--- src/rtl/uart_frame_parser.sv ---
// uart_frame_parser
// Takes bytes from a UART receiver and assembles command frames:
//   START, LEN, CMD, payload[LEN-1], END
// It emits the command byte and an indexed payload write stream, and
// acknowledges every received byte. Malformed frames, line errors and
// stalled frames are aborted and reported with a one-cycle error pulse.
//
// Ports
//   clk             in   system clock
//   rst             in   asynchronous reset, active low
//   Rx_data         in   received byte, valid while new_Rx is high
//   new_Rx          in   UART "byte received" level flag
//   Rx_error        in   framing/stop-bit error for the current byte
//   clear_interrupt out  one-cycle acknowledge pulse back to the UART
//   cmd             out  last accepted CMD byte
//   data_out        out  payload byte
//   data_idx        out  payload index, 0-based
//   data_we         out  one-cycle payload write strobe
//   frame_done      out  one-cycle pulse on a correctly terminated frame
//   frame_error     out  one-cycle pulse on an aborted frame
//   busy            out  high while a frame is in progress
//
// state    | meaning
// ---------+----------------------------------------------
// IDLE     | waiting for START; other bytes are discarded
// GET_LEN  | next byte is LEN (CMD + payload byte count)
// GET_CMD  | next byte is the command
// GET_DATA | collecting payload bytes
// GET_END  | next byte must be END

module uart_frame_parser #(
  parameter int                     WORD_LENGHT    = 8,
  parameter int                     MAX_LEN        = 16,
  parameter int                     TIMEOUT_CYCLES = 100000,
  parameter logic [WORD_LENGHT-1:0] START_BYTE     = 8'hFE,
  parameter logic [WORD_LENGHT-1:0] END_BYTE       = 8'hEF,
  localparam int                    IDX_W          = (MAX_LEN > 1) ? $clog2(MAX_LEN) : 1
) (
  input  logic                   clk,
  input  logic                   rst,
  input  logic [WORD_LENGHT-1:0] Rx_data,
  input  logic                   new_Rx,
  input  logic                   Rx_error,
  output logic                   clear_interrupt,
  output logic [WORD_LENGHT-1:0] cmd,
  output logic [WORD_LENGHT-1:0] data_out,
  output logic [IDX_W-1:0]       data_idx,
  output logic                   data_we,
  output logic                   frame_done,
  output logic                   frame_error,
  output logic                   busy
);

  localparam int TW = $clog2(TIMEOUT_CYCLES + 1);

  localparam logic [TW-1:0]          TO_LIMIT = TW'(TIMEOUT_CYCLES);
  localparam logic [TW-1:0]          TO_ONE   = TW'(1);
  localparam logic [WORD_LENGHT-1:0] LEN_MAX  = WORD_LENGHT'(MAX_LEN);
  localparam logic [WORD_LENGHT-1:0] W_ONE    = WORD_LENGHT'(1);
  localparam logic [IDX_W-1:0]       IDX_ONE  = IDX_W'(1);

  typedef enum logic [2:0] {
    ST_IDLE,
    ST_GET_LEN,
    ST_GET_CMD,
    ST_GET_DATA,
    ST_GET_END
  } state_t;

  state_t                 state_q;
  logic                   new_rx_q;
  logic [WORD_LENGHT-1:0] remaining_q;
  logic [IDX_W-1:0]       idx_q;
  logic [TW-1:0]          timer_q;
  logic                   clr_q;
  logic [WORD_LENGHT-1:0] cmd_q;
  logic [WORD_LENGHT-1:0] data_out_q;
  logic [IDX_W-1:0]       data_idx_q;
  logic                   data_we_q;
  logic                   done_q;
  logic                   err_q;
  logic                   accept_d;

  // new_Rx is a level held until the UART sees clear_interrupt, so only its
  // rising edge counts as a new byte.
  assign accept_d = new_Rx & ~new_rx_q;

  always_ff @(posedge clk or negedge rst) begin
    if (!rst) begin
      state_q     <= ST_IDLE;
      new_rx_q    <= 1'b0;
      remaining_q <= '0;
      idx_q       <= '0;
      timer_q     <= '0;
      clr_q       <= 1'b0;
      cmd_q       <= '0;
      data_out_q  <= '0;
      data_idx_q  <= '0;
      data_we_q   <= 1'b0;
      done_q      <= 1'b0;
      err_q       <= 1'b0;
    end else begin
      new_rx_q  <= new_Rx;
      clr_q     <= accept_d;
      data_we_q <= 1'b0;
      done_q    <= 1'b0;
      err_q     <= 1'b0;

      if (accept_d) begin
        // A byte arriving on the expiry cycle wins over the timeout.
        timer_q <= '0;
        if (state_q != ST_IDLE && Rx_error) begin
          err_q   <= 1'b1;
          state_q <= ST_IDLE;
        end else begin
          unique case (state_q)
            ST_IDLE: begin
              if (Rx_data == START_BYTE && !Rx_error) state_q <= ST_GET_LEN;
            end
            ST_GET_LEN: begin
              if (Rx_data == '0 || Rx_data > LEN_MAX) begin
                err_q   <= 1'b1;
                state_q <= ST_IDLE;
              end else begin
                remaining_q <= Rx_data - W_ONE;
                state_q     <= ST_GET_CMD;
              end
            end
            ST_GET_CMD: begin
              cmd_q <= Rx_data;
              idx_q <= '0;
              if (remaining_q == '0) state_q <= ST_GET_END;
              else                   state_q <= ST_GET_DATA;
            end
            ST_GET_DATA: begin
              data_out_q <= Rx_data;
              data_idx_q <= idx_q;
              data_we_q  <= 1'b1;
              idx_q      <= idx_q + IDX_ONE;
              if (remaining_q != '0) remaining_q <= remaining_q - W_ONE;
              if (remaining_q == W_ONE) state_q <= ST_GET_END;
            end
            ST_GET_END: begin
              if (Rx_data == END_BYTE) done_q <= 1'b1;
              else                     err_q  <= 1'b1;
              state_q <= ST_IDLE;
            end
            default: state_q <= ST_IDLE;
          endcase
        end
      end else if (state_q != ST_IDLE) begin
        // Saturating compare: the counter stops at the limit and the
        // frame is dropped, so it never wraps.
        if (timer_q == TO_LIMIT) begin
          err_q   <= 1'b1;
          state_q <= ST_IDLE;
          timer_q <= '0;
        end else begin
          timer_q <= timer_q + TO_ONE;
        end
      end else begin
        timer_q <= '0;
      end
    end
  end

  assign clear_interrupt = clr_q;
  assign cmd             = cmd_q;
  assign data_out        = data_out_q;
  assign data_idx        = data_idx_q;
  assign data_we         = data_we_q;
  assign frame_done      = done_q;
  assign frame_error     = err_q;
  assign busy            = (state_q != ST_IDLE);

endmodule

--- config.mk ---
export PLATFORM = sky130hd
export DESIGN_NAME = uart_frame_parser
export DESIGN_NICKNAME = d
export VERILOG_FILES = /design/src/rtl/uart_frame_parser.sv
export SDC_FILE = /design/constraint.sdc
export NUM_CORES = 1
export LEC_CHECK = 0
export ABC_AREA = 1
export BUFFER_PORTS_ARGS = -buffer_cell sky130_fd_sc_hd__buf_4
export CORE_MARGIN = 5
export CORE_UTILIZATION = 45
export CTS_BUF_LIST = sky130_fd_sc_hd__clkbuf_2
export DETAILED_ROUTE_END_ITERATION = 8
export PLACE_DENSITY_LB_ADDON = 0.12
export SYNTH_ARGS = -nofsm -noshare
export SYNTH_HDL_FRONTEND = slang
export SYNTH_SLANG_ARGS = --single-unit
--- constraint.sdc ---
create_clock -name clk -period 1.9 [get_ports clk]
set_clock_uncertainty 0.05 [all_clocks]
set_input_delay 0.095 -clock clk [delete_from_list [all_inputs] [get_ports clk]]
set_output_delay 0.095 -clock clk [all_outputs]
set_load 0.05 [all_outputs]
# After elaboration in Yosys (flattened, before gate mapping)
# Index checks and enable logic that the tools add are counted.
dict set report totals {
  regBits 57
  out_inout_bits 25
}
dict set report op_classes {
  add_sub_neg 4
  order_cmp 1
  n_bitwise 3
  n_reduce_logical 18
  mux 30
  eq_ne 12
}
# cell count
set op_table {}
lappend op_table {{2-to-1 mux 17 bit} 3}
lappend op_table {{2-to-1 mux 3 bit} 7}
lappend op_table {{adder 17 x 1 -> 17 bit (second input constant)} 1}
lappend op_table {{equality test 17 bit (second input constant)} 1}
lappend op_table {{equality test 8 bit (second input constant)} 2}
lappend op_table {{zero test 8 bit} 2}
lappend op_table {{2-to-1 mux 8 bit} 2}
lappend op_table {{case mux 8 bit (2 select lines)} 1}
lappend op_table {{subtractor 8 x 1 -> 8 bit (second input constant)} 2}
lappend op_table {{2-to-1 mux 1 bit} 13}
lappend op_table {{case mux 3 bit (4 select lines)} 1}
lappend op_table {{AND reduction 3 bit} 3}
lappend op_table {{equality test 8 x 1 -> 1 bit (second input constant)} 1}
lappend op_table {{> comparator 8 x 5 -> 1 bit (second input constant)} 1}
lappend op_table {{!= test 4 bit (second input constant)} 2}
lappend op_table {{case mux 4 bit (2 select lines)} 1}
lappend op_table {{nonzero test 2 bit} 4}
lappend op_table {{nonzero test 8 bit} 1}
lappend op_table {{equality test 3 x 2 -> 1 bit (second input constant)} 2}
lappend op_table {{AND reduction 5 bit} 1}
lappend op_table {{adder 4 x 1 -> 4 bit (second input constant)} 1}
lappend op_table {{!= test 2 bit (second input constant)} 2}
lappend op_table {{AND reduction 4 bit} 1}
lappend op_table {{equality test 3 x 1 -> 1 bit (second input constant)} 1}
lappend op_table {{other kinds (10)} 12}

# Longest topological paths before layout
# Gate-level depths: netlist (run 1).
dict set report logic_depth {
  ltp_word 6
  depth_mapped 11
}

# Worst setup path after synthesis (run 1)
# Ideal clock, no wire load.
dict set report synth_path {
  kind {register to register}
  from {register state_q[0]}
  to {register remaining_q[3]}
  synth_period_minus_slack_ns 1.524
  path_stages_with_launch 10
  arrival_ns 1.355
  required_ns 1.731
  n_path_buf 1
  setup_ns 0.119
  slack_ns 0.376
  path_cell_list {dfrtp_1 -> buf_2 -> inv_2 -> nand2_4 -> nand2_4 -> nand3_4 -> nor2_8 -> nand2_4 -> nand2_1 -> nand2_1}
}
dict set report synth_between {
  elab_chain_cells 4
  word_cells_on_any_way 10
  classes_between {4 x eq/ne; 1 x mux; 1 x bitwise; 4 x reduce/logical}
}
# element line_no
set synth_rtl {}
lappend synth_rtl {{from (decl)} 70} ;# state_t state_q;
lappend synth_rtl {{from (signal assigned)} 90} ;# state_q <= ST_IDLE;
lappend synth_rtl {{from (signal assigned)} 114} ;# state_q <= ST_IDLE;
lappend synth_rtl {{from (signal assigned)} 118} ;# if (Rx_data == START_BYTE && !Rx_error) state_q <= ST_GET_LEN;
lappend synth_rtl {{nonzero test 3 bit} --}
lappend synth_rtl {{net busy} 51} ;# output logic busy
lappend synth_rtl {{logical AND 1 bit} 112} ;# if (state_q != ST_IDLE && Rx_error) begin
lappend synth_rtl {{inverter 1 bit (no source line)} --}
lappend synth_rtl {{AND reduction 5 bit (no source line)} --}
lappend synth_rtl {{to (signal assigned)} 125} ;# remaining_q <= Rx_data - W_ONE;
lappend synth_rtl {{to (signal assigned)} 140} ;# if (remaining_q != '0) remaining_q <= remaining_q - W_ONE;
lappend synth_rtl {{to (decl)} 72} ;# logic [WORD_LENGHT-1:0] remaining_q;
# The timed path passes the listed nets, and every way through them passes these cells.
# A chain may end at the register's enable or synchronous reset.

# Final worst setup path (run 1)
dict set report layout_path {
  from {register state_q[0]}
  to {output busy}
}
dict set report layout_between {
  elab_chain_cells 1
}
# element line_no
set layout_rtl {}
lappend layout_rtl {{nonzero test 3 bit} 174} ;# assign busy = (state_q != ST_IDLE);
lappend layout_rtl {{to (decl)} 51}
# No other way between the ends.

==> metrics.md, run 1 <==
| Metric | Value |
|---|---|
| Outcome | `finished clean` |
| Port buffer count | `36` |
| Leak Pwr | `about 2.0 nW` |
| Normalized max-slew margin | `a little over half` |
| First-pass DRT Iterations | `4` |
| # setup viols final | `0` |
| Fin util | `a little over half` |
| Grt ovf | `0` |
| FF+latch count, synth | `57` |
| Xor/xnor share of the synthesized area | `under 10%` |
| Maxcap violations | `0` |
| H-Tree Level Count | `3` |
| Max-slew violations | `0` |
| Vert. Die Dim | `95.1 um` |
| Starting Density | `45.7%` |
| Slowest stage cell, crit path | `dfrtp_1` |
| Commonest non-fill, non-tap cell in the layout | `nand2_1` |
| Syn Area/Cell | `7.72 sq um` |
| Row Count | `31` |
| Syn Std Cell Area | `approximately 3300 sq um` |
| Die X | `about 95 um` |
| Hold buffer count at CTS | `12` |
| Ratio of cells with drive above 1 in the final layout | `around 16%` |
| Register area | `~1400 sq um` |
| Syn nets | `roughly 440` |
| Syn. warnings | `0` |
| Number of distinct library cells after synthesis | `33` |
| CTS root buf | `clkbuf_2` |
| Total number of vias | `2869` |
| CP top delay family | `flip-flops` |
| Most frequent cells in the layout | `nand2_1 (118), nor2_1 (57), dfrtp_1 (57)` |
| Core Area | `between 7000 and 8000 sq um` |
| DRT Wirelength | `around 7600 um` |
| CP Cell Sequence | `inv_2 > nand2_4 > buf_4` |
| RSZ-0062 raised after global routing | `no` |
| Via density | `~4.9` |
| Crit Path Class | `flop to output port` |
| CTS-repair resized insts | `0` |
| Cells after DPL | `approximately 560` |
| Clock sinks | `57` |
| Fmax | `just over 600 MHz` |
| Filler-free cell count of the finished design | `585` |
| DR iter-0 viols | `between 150 and 200` |
| Tmin final | `1.64 ns` |
| TritonCTS buffer count | `9` |
| Seq/Total Area, Yosys | `between 40% and 50%` |
| Period utilization | `roughly 86%` |
| Clk slew on worst S/H paths | `between 0.15 and 0.2 ns` |
| Tot Pwr | `around 4.3 mW` |
| Number of top-level pins | `37` |
| Crit path largest cell delay | `between 0.5 and 0.6 ns` |
| Initial antenna violation count | `0` |
| Drt wl/cell | `12.9 um` |
| Post-Synth Simple-Gate Area | `a little over a third` |
| Final WS setup | `around 0.26 ns` |
| CP Max Fanout | `8` |
| Multiplexer share of the synthesized area | `0%` |
| CP required | `about 1.8 ns` |
| GPL Wtd Cong | `between 0.9 and 1` |
| Startpoint types | `flop` |
| Worst IR Drop VDD | `0.700 mV` |
| Post-synth top area cell | `dfrtp_1` |
| Final hold vios | `0` |
| Vias in the first global route | `2838` |
| Fill count | `between 700 and 800` |
| Largest cells by area after synthesis | `dfrtp_1 (44%), nand2_1 (14%), nor2_1 (6.6%)` |
| First-pass GRT wire length | `13000 um` |
| Compound-Gate Fraction of Synth Area | `7.26%` |
| Hold crit path type | `primary input to asynchronous set/reset pin` |
| Area Overhead vs Synth | `19.9%` |
| Setup Buffers After CTS | `0` |
| PD cells | `1100 nW/um^2` |
| Nets@finish | `a little over 500` |
| Worst Tran Pin Value | `between 0.7 and 0.8 ns` |
| CP endpoint kind | `output port` |
| Clock Path Buffers | `2` |
| Post-Place Setup Slack | `0.295 ns` |
| WP buf/inv | `2` |
| Adder-Cell Fraction of Synth Area | `between 3 and 4%` |
| Setup TNS | `0 ns` |
| CP arrival | `1.49 ns` |
| Pin count of the biggest net entering global routing | `between 50 and 60` |
| Share of the synthesized area in the top cell type | `between 40% and 50%` |
| Clock Latency Late Sink | `around 0.47 ns` |
| Die area | `9040 sq um` |
| Synth Instances | `422` |
| HPWL Detailed | `5510 um` |
| CTS tree | `built` |
| Antenna-violating nets left | `0` |
| Largest family of logic cells by synthesized area | `simple AND/OR/NAND/NOR gates` |
| Multi-input gate area | `~1600 sq um` |
| Drt drc | `0` |
| N_diodes | `0` |
| Total track usage | `between 15 and 20%` |
## registers in the layout (all words and copies together), names as in the netlist, 3 cells and up
| name | flops |
|---|---|
| data_out | 8 |
| cmd | 8 |
| idx_q | 4 |
| data_idx | 4 |
| remaining_q | 8 |
| timer_q | 17 |
| state_q | 3 |
## per-stage QoR
step / cell area, sq um / hold WS [ns]
3_5_place_dp: 3650 / 0.156
3_3_place_gp: 3650 / 0.154
5_1_grt: 3910 / 0.154
2_1_floorplan: 3260 / -0.251
6_report: 3910 / 0.140
4_1_cts: 3910 / 0.134
## where the power goes
part           total (mW)  switching [mW]  internal [mW]  leakage [nW]
logic                1.74            1.20          0.537          1.10
clock network       0.902           0.466          0.436        0.0833
registers            1.67           0.215           1.45         0.769
total                4.31            1.88           2.42          1.95
## final cells by class
cell class	count	share of cell area, %
Clock buffer	10	1.28
Clock inverter	6	2.11
Inverter	49	4.71
Multi-Input combinational cell	312	41.4
Sequential cell	57	36.5
Tap cell	99	3.17
Timing Repair Buffer	52	10.8
## final timing paths
path                             start     endpoint  slack [ns]  cells after the start
hold reg to reg            data_idx[2]  data_idx[2]        0.46                      2
min in group clk                new_Rx     new_rx_q        0.22                      2
setup / recovery            state_q[0]         busy        0.26                      3
hold / removal                     rst  timer_q[12]        0.14                      2
max in group asynchronous          rst   state_q[1]        1.18                      2
setup reg to reg            state_q[0]       cmd[3]        0.28                      6
## synthesized netlist by cell type, drive strengths merged
cell and instances:
buf 4, xnor2 2, o31ai 1, nand4 10, o21bai 2, nand2 124, or2 1, a22o 1
dfrtp 57, inv 49, ha 10, xor2 6, nor3b 2, a21boi 1, nand3 38, a21oi 5
nor3 10, o21ai 32, a31oi 2, nor2 65
## cell families after synthesis
family                     after synthesis
and+or+nand+nor                        250
DFF                                     57
buffers and inverters                   53
AOI/OAI and AO/OA                       44
adders and majority gates               10
xor gates and xnor gates                 8
## routing by layer
layer  track usage [%]  up-vias  part of all wire, %
met1              23.5     1327                   45
met2              30.5       59                   50
met5                 0        -                    0
li1                  -     1469                    -
met3              3.87       14                  3.2
met4              7.81        0                  2.1
(Power assumes the default switching activity.)
==> run 2: changes to the inputs <==
--- a/config.mk
+++ b/config.mk
@@ -5,7 +5,6 @@
 export SDC_FILE = /design/constraint.sdc
 export NUM_CORES = 1
 export LEC_CHECK = 0
-export ABC_AREA = 1
 export BUFFER_PORTS_ARGS = -buffer_cell sky130_fd_sc_hd__buf_4
 export CORE_MARGIN = 5
 export CORE_UTILIZATION = 45
==> run 2 against run 1 <==
The run now ends with setup timing left. Power is 24% lower. Global-route usage shrank 0.77 points. Via count is 16% lower. Synthesized cell count fell by 33%. Final cell count fell by 23%. Sequential share of layout area decreased by 0.085 points. Hold slack got worse by 0.0038 ns. Die area fell by 6.9%. Critical path type is now flop to flop. Largest power group is now sequential cells.
==> metrics.md, run 2 <==
| Metric | Value |
|---|---|
| Outcome | `finished with violations` |
| Failing checks | `setup timing` |
| Post-synth ARST share | `100% (unchanged)` |
| Via density | `5.40 (+10%)` |
| Cell internal pwr | `2.14 mW (-12%)` |
| First-pass DRT Iterations | `4 (unchanged)` |
| Total number of vias | `2421 (-16%)` |
| Filler-free cell count of the finished design | `448 (-23%)` |
| Clock Path Buffers | `2 (unchanged)` |
| DRT Wirelength | `6980 um (-7.8%)` |
| HPWL Detailed | `4750 um (-14%)` |
| DP Area | `3550 sq um (-2.8%)` |
| Starting Density | `46.9% (+1.2 points)` |
| Normalized max-slew margin | `51.5% (-1.2 points)` |
| Number of distinct library cells after synthesis | `56 (+70%)` |
| Tmin final | `1.90 ns (+0.264 ns)` |
| Crit Path Class | `flop to flop` |
| Vert. Die Dim | `91.8 um (-3.5%)` |
| Startpoint types | `flop` |
| Final WS setup | `-0.00342 ns (-0.264 ns)` |
| PD cells | `839 nW/um^2 (-24%)` |
| Syn nets | `306 (-31%)` |
| Final instance area | `3920 sq um (+0.32%)` |
| Largest reg by FF count | `timer_q` |
| Share of the synthesized area in the top cell type | `47.4% (+3.6 points)` |
| CP required | `2.25 ns (+0.50 ns)` |
| Switching share of power | `34.8% (-8.9 points)` |
| Sequential power share | `43.0% (+4.3 points)` |
| DR iter-0 viols | `92 (-45%)` |
| Core Area | `6420 sq um (-10%)` |
| Main flop type after synthesis | `dfrtp_1` |
| RSZ-0062 raised after global routing | `yes` |
| Vias in the first global route | `2334 (-18%)` |
| Clock network fraction of design power | `27.0% (+6.1 points)` |
| Number of top-level pins | `37 (unchanged)` |
| Initial antenna violation count | `0 (unchanged)` |
| Maxcap violations | `0 (unchanged)` |
| Grt ovf | `0 (unchanged)` |
| Reg2reg setup slack | `-0.003 ns (-0.28 ns)` |
| CP Max Fanout | `4 (-4)` |
| N_diodes | `0 (unchanged)` |
| Drt wl/cell | `15.6 um (+20%)` |
| Die area | `8420 sq um (-6.9%)` |
| # setup viols final | `1 (+1)` |
| R2r endpoint | `state_q[2]` |
| CP arrival | `2.25 ns (+0.76 ns)` |
| Commonest non-fill, non-tap cell in the layout | `buf_4` |
| Cells after DPL | `418 (-25%)` |
| Reg2Reg Depth | `4 (-2)` |
| Syn Std Cell Area | `3010 sq um (-7.6%)` |
| GPL Wtd Cong | `0.907 (-2.7%)` |
| Post-synth top area cell | `dfrtp_1` |
| First-pass GRT wire length | `11700 um (-9.9%)` |
| Post-synth EDFFs | `0 (unchanged)` |
| Post-synth top cells | `dfrtp_1 (57), nor2_1 (33), nand2_1 (19)` |
| Combinational Power Share | `30.0% (-10 points)` |
| Clock sinks | `57 (unchanged)` |
| H-Tree Level Count | `3 (unchanged)` |
| CTS tree | `built` |
| CP endpoint kind | `flop` |
| Clock Latency Late Sink | `0.49 ns (+0.02 ns)` |
| Drt drc | `0 (unchanged)` |
| Ratio of cells with drive above 1 in the final layout | `35.6% (+19 points)` |
| Seq/Total Area, Yosys | `47.4% (+3.6 points)` |
| Pin count of the biggest net entering global routing | `58 (unchanged)` |
| Synth Instances | `284 (-33%)` |
| Most common cell in the synthesized netlist | `dfrtp_1` |
| TritonCTS buffer count | `9 (unchanged)` |
| Largest cells by area after synthesis | `dfrtp_1 (47%), mux2_2 (6.7%), ha_1 (4.2%)` |
| Nets@finish | `388 (-23%)` |
| Largest register FFs | `17 (unchanged)` |
| Fin util | `61.0% (+6.3 points)` |
| FF+latch count, synth | `57 (unchanged)` |
| Worst Tran Pin Value | `0.728 ns (+0.0179 ns)` |
| Fmax | `525 MHz (-14%)` |
| Total track usage | `17.7% (-0.77 points)` |
| Setup TNS | `-0.00342 ns (-0.00342 ns)` |
| Final hold vios | `0 (unchanged)` |
| Hold crit path type | `primary input to asynchronous set/reset pin` |
| Leak Pwr | `1.82 nW (-7.1%)` |
| Syn Area/Cell | `10.6 sq um (+37%)` |
| Port buffer count | `36 (unchanged)` |
| Row Count | `29 (-6.5%)` |
| Switching Power | `1.14 mW (-39%)` |
| Syn. warnings | `0 (unchanged)` |
| Clk slew on worst S/H paths | `0.17 ns (about the same)` |
| RR Startpoint | `timer_q[13]` |
| Period utilization | `100% (+14 points)` |
| CTS root buf | `clkbuf_2` |
| Area Overhead vs Synth | `30.2%` |
| Max-slew violations | `0 (unchanged)` |
| Worst IR Drop VDD | `0.520 mV (-26%)` |
| Die X | `91.8 um (-3.5%)` |
| Antenna-violating nets left | `0 (unchanged)` |
| Most frequent cells in the layout | `buf_4 (67), dfrtp_1 (56), nor2_1 (33)` |
-- run 2: changes by cell type in the layout (fill, tap and decap cells not counted), sizes merged, moves of 5 or more --
cell / previous run / this run
nand2: 124 / 20
inv: 49 / 12
nor2: 65 / 35
buf: 40 / 69
nand3: 38 / 11
o21ai: 32 / 11
mux2: 0 / 18
nand4: 10 / 0
xnor2: 2 / 11
nor4: 0 / 7
o41ai: 0 / 5
or3: 0 / 5
-- run 2: logic make-up after synthesis --
group	count (synthesis)	synth area share, %
AND/OR/NAND/NOR	112	21.0
AO/OA/AOI/OAI	43	10.4
flip-flops	57	47.4
XOR/XNOR	21	6.11
multiplexers	20	7.40
buffers and inverters	21	3.53
adder cells (fa/ha/maj)	10	4.16
-- run 2: how the worst max path moves through the flow --
| stage | cells after the start | endpoint | from | slack [ns] |
|---|---|---|---|---|
| 3_3_place_gp | 7 | remaining_q[1] | remaining_q[1] | -0.02 |
| 5_1_grt | 4 | state_q[2] | timer_q[13] | -0.14 |
| 3_5_place_dp | 7 | remaining_q[1] | remaining_q[1] | -0.06 |
| 2_1_floorplan | 7 | remaining_q[6] | remaining_q[0] | 0.05 |
| 6_report | 4 | state_q[2] | timer_q[13] | -0.003 |
| 4_1_cts | 4 | state_q[2] | timer_q[13] | -0.03 |
-- run 2: repair_timing --
item	4_1_cts	5_1_grt
hold endpoints to repair	82	0
resized for setup	8	15
gates cloned	0	0
hold buffers	11	0
endpoints found under the setup margin	7	22
buffers inserted	1	2
pin swaps	0	1
-- run 2: routing by layer --
metal | share of wire, % | vias up | GRT usage [%]
met5 | 0 | - | 0
met4 | 1.2 | 0 | 4.70
met3 | 5.4 | 10 | 6.14
met2 | 46 | 56 | 26.5
met1 | 47 | 1168 | 24.6
li1 | - | 1187 | -
-- run 2: critical path, cell delays in order (launching register included) --
cell and delay (ns):
dfrtp_1 0.42, or4_4 0.55, nor4_4 0.31, a22oi_2 0.17, o41ai_2 0.32
-- run 2: power groups by stage --
stage	clock, mW	combinational (mW)	sequential (mW)
after global placement	0	0.908	1.42
after detailed placement	0	0.917	1.43
after floorplan	0	0.409	1.59
final	0.887	0.987	1.41
after CTS	0.913	0.951	1.41
after global routing	0.990	1.07	1.43
-- run 2: cell type report --
cell class	count	area, sq um
fillers	554	2500
multi-input cells	206	1580
flip-flops and latches	57	1430
repair buffers	80	644
well taps	77	96.3
clock inverters	7	85.1
clock buffers	9	45.0
inverters	12	45.0
-- run 2: metrics by stage --
step	setup WS (ns)	hold WS [ns]	total power, mW
3_3_place_gp	-0.0204	0.153	2.33
4_1_cts	-0.0279	0.131	3.27
5_1_grt	-0.137	0.138	3.49
2_1_floorplan	0.0540	-0.251	1.99
3_5_place_dp	-0.0550	0.154	2.35
6_report	-0.00342	0.137	3.29
==> run 3: changes to the inputs <==
--- a/config.mk
+++ b/config.mk
@@ -5,12 +5,14 @@
 export SDC_FILE = /design/constraint.sdc
 export NUM_CORES = 1
 export LEC_CHECK = 0
-export BUFFER_PORTS_ARGS = -buffer_cell sky130_fd_sc_hd__buf_4
 export CORE_MARGIN = 5
 export CORE_UTILIZATION = 45
 export CTS_BUF_LIST = sky130_fd_sc_hd__clkbuf_2
 export DETAILED_ROUTE_END_ITERATION = 8
+export DONT_BUFFER_PORTS = 1
+export GPL_ROUTABILITY_DRIVEN = 0
 export PLACE_DENSITY_LB_ADDON = 0.12
+export RECOVER_POWER = 25
 export SYNTH_ARGS = -nofsm -noshare
 export SYNTH_HDL_FRONTEND = slang
 export SYNTH_SLANG_ARGS = --single-unit
==> run 3 against run 2 <==
The flow now finishes without violations. Non-clock buffer count shrank 31. Wire length increased by 1.4%. Hold slack worse by 0.083 ns. Via count is 3.5% lower. Final cell count is 7.1% lower. Flip-flop and latch count is the same. Core utilization is 3.4 points lower. Global-route usage down 0.25 points. Combinational power fell by 22%. Critical path depth is 2 higher. Critical endpoint is now state_q[1].
==> metrics.md, run 3 (synthesis results as in run 2) <==
| Metric | Value |
|---|---|
| Outcome | `finished clean` |
| WP buf/inv | `1 (+1)` |
| TritonCTS buffer count | `9 (unchanged)` |
| Number of top-level pins | `37 (unchanged)` |
| First-pass DRT Iterations | `6 (+2)` |
| Clk slew on worst S/H paths | `0.17 ns (about the same)` |
| DP Area | `3300 sq um (-7.2%)` |
| RR Startpoint | `timer_q[13]` |
| Pin count of the biggest net entering global routing | `58 (unchanged)` |
| Crit path top cell by count | `o31ai_1` |
| Clock Path Buffers | `2 (unchanged)` |
| CP endpoint kind | `flop` |
| Final instance area | `3700 sq um (-5.5%)` |
| R2r endpoint | `state_q[1]` |
| CP arrival | `2.21 ns (-0.04 ns)` |
| Die area | `8420 sq um (unchanged)` |
| Fill count | `564 (+1.8%)` |
| Die X | `91.8 um (unchanged)` |
| PD cells | `845 nW/um^2 (+0.77%)` |
| Slowest stage cell, crit path | `or4_4` |
| CP required | `2.25 ns (about the same)` |
| DRT Wirelength | `7080 um (+1.4%)` |
| Sequential power share | `50.9% (+7.9 points)` |
| Port buffer count | `0 (-100%)` |
| Largest register FFs | `17 (unchanged)` |
| Maxcap violations | `0 (unchanged)` |
| Total track usage | `17.5% (-0.25 points)` |
| Final hold vios | `0 (unchanged)` |
| CP Cell Sequence | `or4_4 > nor4_4 > buf_4 > a21oi_2 > o31ai_1 > o31ai_1` |
| Starting Density | `46.9% (unchanged)` |
| Hold depth | `5` |
| Worst Tran Pin Value | `1.46 ns (+0.729 ns)` |
| Hold endpoint | `state_q[1]` |
| Worst IR Drop VDD | `0.482 mV (-7.4%)` |
| Normalized max-slew margin | `2.86% (-49 points)` |
| Initial antenna violation count | `0 (unchanged)` |
| CP Max Fanout | `3 (-1)` |
| Fmax | `537 MHz (+2.2%)` |
| Max-slew violations | `0 (unchanged)` |
| Crit path largest cell delay | `0.55 ns (about the same)` |
| Vert. Die Dim | `91.8 um (unchanged)` |
| CTS tree | `built` |
| Largest reg by FF count | `timer_q` |
| Commonest non-fill, non-tap cell in the layout | `dfrtp_1` |
| Clock network fraction of design power | `24.5% (-2.5 points)` |
| First-pass GRT wire length | `11700 um (-0.41%)` |
| Nets@finish | `357 (-8.0%)` |
| Leak Pwr | `1.66 nW (-8.8%)` |
| Drt drc | `0 (unchanged)` |
| Antenna-violating nets left | `0 (unchanged)` |
| Combinational Power Share | `24.5% (-5.5 points)` |
| Switching Power | `1.17 mW (+2.3%)` |
| N_diodes | `0 (unchanged)` |
| Row Count | `29 (unchanged)` |
| CTS root buf | `clkbuf_2` |
| Hold crit path type | `primary input to flop` |
| Period utilization | `98.0% (-2.2 points)` |
| Core Area | `6420 sq um (unchanged)` |
| CP top delay family | `simple AND/OR/NAND/NOR gates` |
| Clock Latency Late Sink | `0.50 ns (about the same)` |
| HPWL Detailed | `4600 um (-3.1%)` |
| Clock sinks | `57 (unchanged)` |
| Reg2Reg Depth | `6 (+2)` |
| RSZ-0062 raised after global routing | `yes` |
| Drt wl/cell | `17.0 um (+9.2%)` |
| H-Tree Level Count | `3 (unchanged)` |
| Startpoint types | `flop` |
| Vias in the first global route | `2364 (+1.3%)` |
| Grt ovf | `0 (unchanged)` |
| Switching share of power | `37.4% (+2.6 points)` |
| HP Start | `Rx_data[4]` |
| Reg2reg setup slack | `0.04 ns (+0.04 ns)` |
| Ratio of cells with drive above 1 in the final layout | `31.3% (-4.3 points)` |
| Area Overhead vs Synth | `23.1%` |
| Crit Path Class | `flop to flop` |
| Total number of vias | `2337 (-3.5%)` |
| Via density | `5.62 (+4.0%)` |
| Cell internal pwr | `1.96 mW (-8.5%)` |
| Most frequent cells in the layout | `dfrtp_1 (57), buf_4 (34), nor2_1 (33)` |
| Tmin final | `1.86 ns (-0.0412 ns)` |
| # setup viols final | `0 (-1)` |
| Setup TNS | `0 ns (+0.00342 ns)` |
| DR iter-0 viols | `116 (+26%)` |
-- run 3: cell count changes in the layout (fill, tap and decap cells not counted), sizes merged --
cell	change
clkbuf	+1
bufinv	-1
buf	-33
clkinv	-1
dlymetal6s4s	+1
clkinvlp	+1
-- run 3: per-layer routing --
layer  vias to the layer above  part of all wire (%)  wire length (um)  global-route usage [%]
met1                      1164                    47              3320                    23.9
met4                         0                   2.1               148                    7.80
met5                         -                     0                 0                       0
met2                        44                    47              3330                    26.0
li1                       1115                     -                 -                       -
met3                        14                   4.0               281                    4.75
-- run 3: power by group through the flow --
stage	clock, mW	sequential [mW]	combinational [mW]
global placement	0	1.60	0.610
detailed placement	0	1.60	0.620
finish	0.768	1.59	0.768
CTS	0.782	1.58	0.717
floorplan	0	1.59	0.409
global route	0.848	1.61	0.845
-- run 3: worst max-delay path by stage --
| stage | to | depth (start not counted) | slack [ns] | from |
|---|---|---|---|---|
| after floorplan | remaining_q[6] | 7 | 0.05 | remaining_q[0] |
| after global placement | state_q[1] | 6 | -0.003 | timer_q[13] |
| after detailed placement | remaining_q[6] | 7 | -0.04 | remaining_q[0] |
| after CTS | state_q[1] | 6 | 0.005 | remaining_q[3] |
| after global routing | state_q[1] | 6 | -0.09 | timer_q[13] |
| final | state_q[1] | 6 | 0.04 | timer_q[13] |
-- run 3: per-stage QoR --
step                setup WS [ns]  cells  power [mW]  hold slack (ns)  utilization (%)
floorplan                  0.0540    284        1.99           -0.251                -
global placement         -0.00289    384        2.21           -0.249             51.3
detailed placement        -0.0378    384        2.22           -0.249             51.3
CTS                       0.00455    414        3.08           0.0364             55.8
global route              -0.0894    416        3.30           0.0408             57.7
finish                     0.0378    416        3.13           0.0533             57.7
-- run 3: cell type report --
type | count | area, sq um | share of cell area [%]
clock buffers | 9 | 45.0 | 1.22
clock inverters | 6 | 60.1 | 1.62
inverters | 12 | 45.0 | 1.22
multi-input cells | 206 | 1620 | 43.6
flip-flops and latches | 57 | 1430 | 38.5
well taps | 77 | 96.3 | 2.60
repair buffers | 49 | 414 | 11.2
-- run 3: worst min-delay path: cells and delay by family --
family	cells	cell delay, ns
AOI/OAI and AO/OA	4	0.42
and+or+nand+nor	1	0.06
-- run 3: timing repair --
| item | 4_1_cts | 5_1_grt |
|---|---|---|
| setup buffers | 3 | 1 |
| resized for setup | 5 | 27 |
| pin swaps | 2 | 8 |
| setup endpoints to repair | 6 | 12 |
| hold endpoints to repair | 87 | 1 |
| hold buffers | 12 | 1 |
